## src/rtl/quarter_cycle_delay.sv

```systemverilog
// quarter_cycle_delay
//   Programmable sample-delay line. For each new sample it presents the
//   current sample together with the sample D samples earlier, giving a
//   90-degree shifted copy when D = samples-per-cycle / 4.
//
// Ports
//   dclk       in   1   clock, rising edge
//   rst        in   1   synchronous active-high reset
//   sample_en  in   1   strobe: vin holds a new sample
//   vin        in   M   signed input sample
//   delay_cfg  in   AW  requested delay D in samples (0 is clamped to 1)
//   cfg_load   in   1   strobe: latch delay_cfg and restart priming
//   vout_0     out  M   current sample, aligned with vout_d
//   vout_d     out  M   sample delayed by D samples
//   out_valid  out  1   one-cycle pulse when vout_0/vout_d update
//   primed     out  1   level: buffer holds at least D samples
module quarter_cycle_delay #(
  parameter int unsigned M             = 14,
  parameter int unsigned AW            = 6,
  parameter int unsigned DEFAULT_DELAY = 50
) (
  input  logic          dclk,
  input  logic          rst,
  input  logic          sample_en,
  input  logic [M-1:0]  vin,
  input  logic [AW-1:0] delay_cfg,
  input  logic          cfg_load,
  output logic [M-1:0]  vout_0,
  output logic [M-1:0]  vout_d,
  output logic          out_valid,
  output logic          primed
);

  localparam int unsigned DEPTH = 2 ** AW;

  typedef enum logic {
    ST_FILL = 1'b0,
    ST_RUN  = 1'b1
  } state_e;

  state_e        state_q, state_d;

  logic [M-1:0]  mem_q [DEPTH];
  logic [AW-1:0] wr_ptr_q, wr_ptr_d;
  logic [AW-1:0] fill_cnt_q, fill_cnt_d;
  logic [AW-1:0] dly_q, dly_d;
  logic [AW-1:0] rd_addr;

  logic [M-1:0]  vout_0_q, vout_0_d;
  logic [M-1:0]  vout_d_q, vout_d_d;
  logic          out_valid_q, out_valid_d;
  logic          primed_q, primed_d;

  // A sample that produces output: already running, or the sample that
  // completes priming. A cfg_load in the same cycle always restarts the fill.
  logic          fill_done;
  logic          run_sample;

  // Modulo-DEPTH subtraction; D <= DEPTH-1 keeps rd_addr away from wr_ptr_q.
  assign rd_addr    = AW'(wr_ptr_q - dly_q);
  assign fill_done  = (fill_cnt_q == dly_q);
  assign run_sample = sample_en && !cfg_load &&
                      ((state_q == ST_RUN) || fill_done);

  // State register
  always_ff @(posedge dclk) begin
    if (rst) begin
      state_q <= ST_FILL;
    end else begin
      state_q <= state_d;
    end
  end

  // Next-state logic
  always_comb begin
    state_d = state_q;
    if (cfg_load) begin
      state_d = ST_FILL;
    end else if (sample_en && (state_q == ST_FILL) && fill_done) begin
      state_d = ST_RUN;
    end
  end

  // Output next values
  always_comb begin
    vout_0_d    = vout_0_q;
    vout_d_d    = vout_d_q;
    out_valid_d = 1'b0;
    primed_d    = (state_d == ST_RUN);
    if (run_sample) begin
      vout_0_d    = vin;
      vout_d_d    = mem_q[rd_addr];
      out_valid_d = 1'b1;
    end
  end

  // Pointer, fill counter and delay next values
  always_comb begin
    wr_ptr_d   = wr_ptr_q;
    fill_cnt_d = fill_cnt_q;
    dly_d      = dly_q;
    if (sample_en) begin
      wr_ptr_d = AW'(wr_ptr_q + 1'b1);
    end
    if (cfg_load) begin
      dly_d      = (delay_cfg == '0) ? AW'(1) : delay_cfg;
      // A sample arriving with cfg_load is the first of the new fill.
      fill_cnt_d = sample_en ? AW'(1) : '0;
    end else if (sample_en && (state_q == ST_FILL) && !fill_done) begin
      fill_cnt_d = AW'(fill_cnt_q + 1'b1);
    end
  end

  // Control and output registers
  always_ff @(posedge dclk) begin
    if (rst) begin
      wr_ptr_q    <= '0;
      fill_cnt_q  <= '0;
      dly_q       <= AW'(DEFAULT_DELAY);
      vout_0_q    <= '0;
      vout_d_q    <= '0;
      out_valid_q <= 1'b0;
      primed_q    <= 1'b0;
    end else begin
      wr_ptr_q    <= wr_ptr_d;
      fill_cnt_q  <= fill_cnt_d;
      dly_q       <= dly_d;
      vout_0_q    <= vout_0_d;
      vout_d_q    <= vout_d_d;
      out_valid_q <= out_valid_d;
      primed_q    <= primed_d;
    end
  end

  // Sample buffer; contents are don't-care after reset, so no reset here.
  always_ff @(posedge dclk) begin
    if (sample_en) begin
      mem_q[wr_ptr_q] <= vin;
    end
  end

  assign vout_0    = vout_0_q;
  assign vout_d    = vout_d_q;
  assign out_valid = out_valid_q;
  assign primed    = primed_q;

endmodule
```

## config.mk

```make
export PLATFORM = sky130hd
export DESIGN_NAME = quarter_cycle_delay
export DESIGN_NICKNAME = d
export VERILOG_FILES = /design/src/rtl/quarter_cycle_delay.sv
export SDC_FILE = /design/constraint.sdc
export NUM_CORES = 1
export LEC_CHECK = 0
export CORE_UTILIZATION = 60
export DETAILED_ROUTE_END_ITERATION = 16
export PLACE_DENSITY = 0.85
export SLEW_MARGIN = 10
export SYNTH_ARGS = -nofsm -noshare
export SYNTH_HDL_FRONTEND = slang
export SYNTH_SLANG_ARGS = --single-unit
```

## constraint.sdc

```tcl
create_clock -name dclk -period 4.1 [get_ports dclk]
set_clock_uncertainty 0.15 [all_clocks]
set_input_delay 0.82 -clock dclk [delete_from_list [all_inputs] [get_ports dclk]]
set_output_delay 0.82 -clock dclk [all_outputs]
set_load 0.05 [all_outputs]
```

==> impl_metrics.tcl <==
set metrics [dict create \
    status "finished clean" \
    ff_latch_area_sq_um 27900 \
    cts_hold_buf 0 \
    clock-root-buffer "clkbuf_16" \
    synth-xor-area-share_pct 0.505 \
    synth_cells 1818 \
    synth_top_flop_cell "edfxtp_1" \
    hold_violations 0 \
    setup.worst_path.class "flop to flop" \
    place_hpwl_mm 52.4 \
    clk-insertion-delay-late_ps 650 \
    syn_area_per_cell_sq_um 20.2 \
    post-route-util_pct 69.1 \
    grt_overflow 0 \
    ys_seq_elements 944 \
    synth.area.mux_share_pct 15.5 \
    grt_pass1_wl_mm 144 \
    multi_input_area_sq_um 8370 \
    grt_start_max_net_pins 86 \
    crit_slowest_cell "ha_1" \
    fillers 3264 \
    die_y_um 249 \
    p_total_w 0.0221 \
    drt_wl_total_mm 100 \
    post_cts_buffers 0 \
    post-route-period-util_pct 96.0 \
    yosysWarnings 0 \
    synth_compound_area_share_pct 1.26 \
    ys_seq_area_share_pct 76.0 \
    yosys.cell_types.count 56 \
    critPathMaxFanout 85 \
    fmax_ghz 0.254 \
    timing.setup.tns_ps 0 \
    wire_per_inst_um 35.5 \
    clk_pin_slew_ps 70 \
    crit_buf_inv 2 \
    layout-drive-gt1-share_pct 25.8 \
    synthAdderAreaFrac_pct 0.294 \
    cts_htree_levels 3 \
    vias 20200 \
    hp-class "flop to flop" \
    crit_required_ps 4530 \
    drtPass1Iterations 6 \
    final_cell_mix "edfxtp_1, mux4_2, nand2_1" \
    row_count 90 \
    fin_crit_ps 3940 \
    portBuffers 53 \
    drt_iter0_drc 3448 \
    postSynth.asyncResetShare_pct 0 \
    crit_arrival_ps 4370 \
    antenna_found_initial 1 \
    grt.total_usage_pct 32.9 \
    drc 0 \
    synth_top_family_by_area "multiplexers" \
    netlist_area_sq_um 36600 \
    max-cap-violations 0 \
    clock_path_buffers 3 \
    rsz0062_at_grt "no" \
    crit_chain "inv_1 -> ha_1 -> nor2_1 -> a21oi_4 -> xnor2_4 -> buf_12 -> mux2i_1 -> a32oi_1 -> nand4_1 -> nand3_1" \
    powerDensity_nw_per_um2 531 \
    peakVddDrop_mv 0.457 \
    viasPerCell 7.14 \
    gp_congestion 0.914 \
    cts_tree "built" \
    worstMarginPinSlew_ps 1260 \
    rrSetupSlack_ps 160 \
    power_leakage_nw 13.4 \
    yosys.area_share.simple_pct 4.96 \
    layout_commonest_cell "edfxtp_1" \
    relSlewSlack_pct 16.1 \
    cpLargestDelayFamily "simple AND/OR/NAND/NOR gates" \
    critPathMaxStageDelay_ps 550 \
    die_x_um 249 \
    die_area_sq_um 62100 \
    synth_edf_count 896 \
    start_kind "flop" \
    io_pins 54 \
    grt_pass1_vias 20600 \
    syn2layout_area_growth_pct 13.8 \
    nets 2001 \
    cts.sinks 944 \
    ctsResizeCount 0 \
    drtAntennaViolNets 0 \
    synth.net_count 1850 \
    core_area_sq_um 60400 \
    start_util_pct 60.7 \
    end_kind "flop" \
    setup_viol 0 \
    cts_buffers 89 \
    slew_violations 0 \
]
worst paths after layout:
| check | from | endpoint | cells past startpoint |
|---|---|---|---|
| setup / recovery | dly_q[2] | vout_d[5] | 10 |
| setup reg to reg | dly_q[2] | vout_d[5] | 10 |
| hold reg to reg | vout_0[8] | vout_0[8] | 2 |
| hold / removal | vout_0[8] | vout_0[8] | 2 |
cell type report:
| cell class | instances | area share (%) |
|---|---|---|
| inverter | 9 | 0.0810 |
| sequential | 944 | 66.8 |
| timing repair buffer | 160 | 3.28 |
| clock buffer | 107 | 5.80 |
| antenna | 1 | 0.00600 |
| multi-input combinational | 765 | 20.1 |
| clock inverter | 56 | 1.57 |
| tap | 782 | 2.35 |
sequential cells by signal, indices dropped and copies added (netlist names):
signal / cells
out_valid: 1
mem_q: 896
fill_cnt_q: 6
vout_0: 14
dly_q: 6
primed: 1
wr_ptr_q: 6
vout_d: 14
metrics by stage:
stage               hold WS (ps)  cell area (sq um)  instances  setup WS, ps
finish                       368              41700       2824           163
global route                 405              41700       2823           107
CTS                          371              41700       2823           198
detailed placement           333              38600       2660           309
global placement             326              38600       2660           368
floorplan                    327              36600       1818           599
synthesized netlist by cell type (3+ instances only):
cell,instances,area (sq um)
edfxtp_1,896,26900
mux4_2,235,5290
nand2_1,178,668
nor2_1,86,323
nand3_1,75,375
dfxtp_1,48,961
clkbuf_1,46,173
buf_2,41,205
mux2i_1,34,340
a32oi_1,28,245
nand4_1,17,106
nor3_1,12,60.1
a21oi_1,11,55.1
xor2_1,11,96.3
inv_1,9,33.8
buf_4,7,52.6
ha_1,7,87.6
xnor2_1,7,61.3
o21ai_0,6,30.0
and3_1,4,25.0
nand2b_1,4,25.0
nor2b_1,4,25.0
or2_2,4,25.0
a211oi_1,3,22.5
buf_6,3,33.8
nor3b_1,3,22.5
o211ai_1,3,22.5
power breakdown:
group	total (W)	switching, W	internal (W)
Sequential	0.0106	0.0000199	0.0106
Combinational	0.00273	0.00165	0.00108
Clock	0.00880	0.00374	0.00505
worst reg2reg max path, stage by stage (launching register included):
cell and delay [ps]:
dfxtp_1 450, inv_1 100, ha_1 550, nor2_1 160, a21oi_4 280, xnor2_4 180, buf_12 460, mux2i_1 310
a32oi_1 490, nand4_1 510, nand3_1 230
routing by layer:
layer  up-vias  global-route usage, %  part of all wire, %
li1       7691                      -                    -
met1     10100                   41.5                   32
met2      1912                   53.1                   48
met3       429                   8.99                   14
met4         0                   16.5                  6.2
met5         -                      0                    0
logic make-up (layout without fill, tap and decap cells):
group,Yosys count,count (layout)
XOR/XNOR,19,19
buffers and inverters,109,332
multiplexers,271,271
other,0,1
flip-flops,944,944
AND/OR/NAND/NOR,406,406
adder cells (fa/ha/maj),8,8
AO/OA/AOI/OAI,61,61
Note: power is estimated with default switching activity, not from simulation.
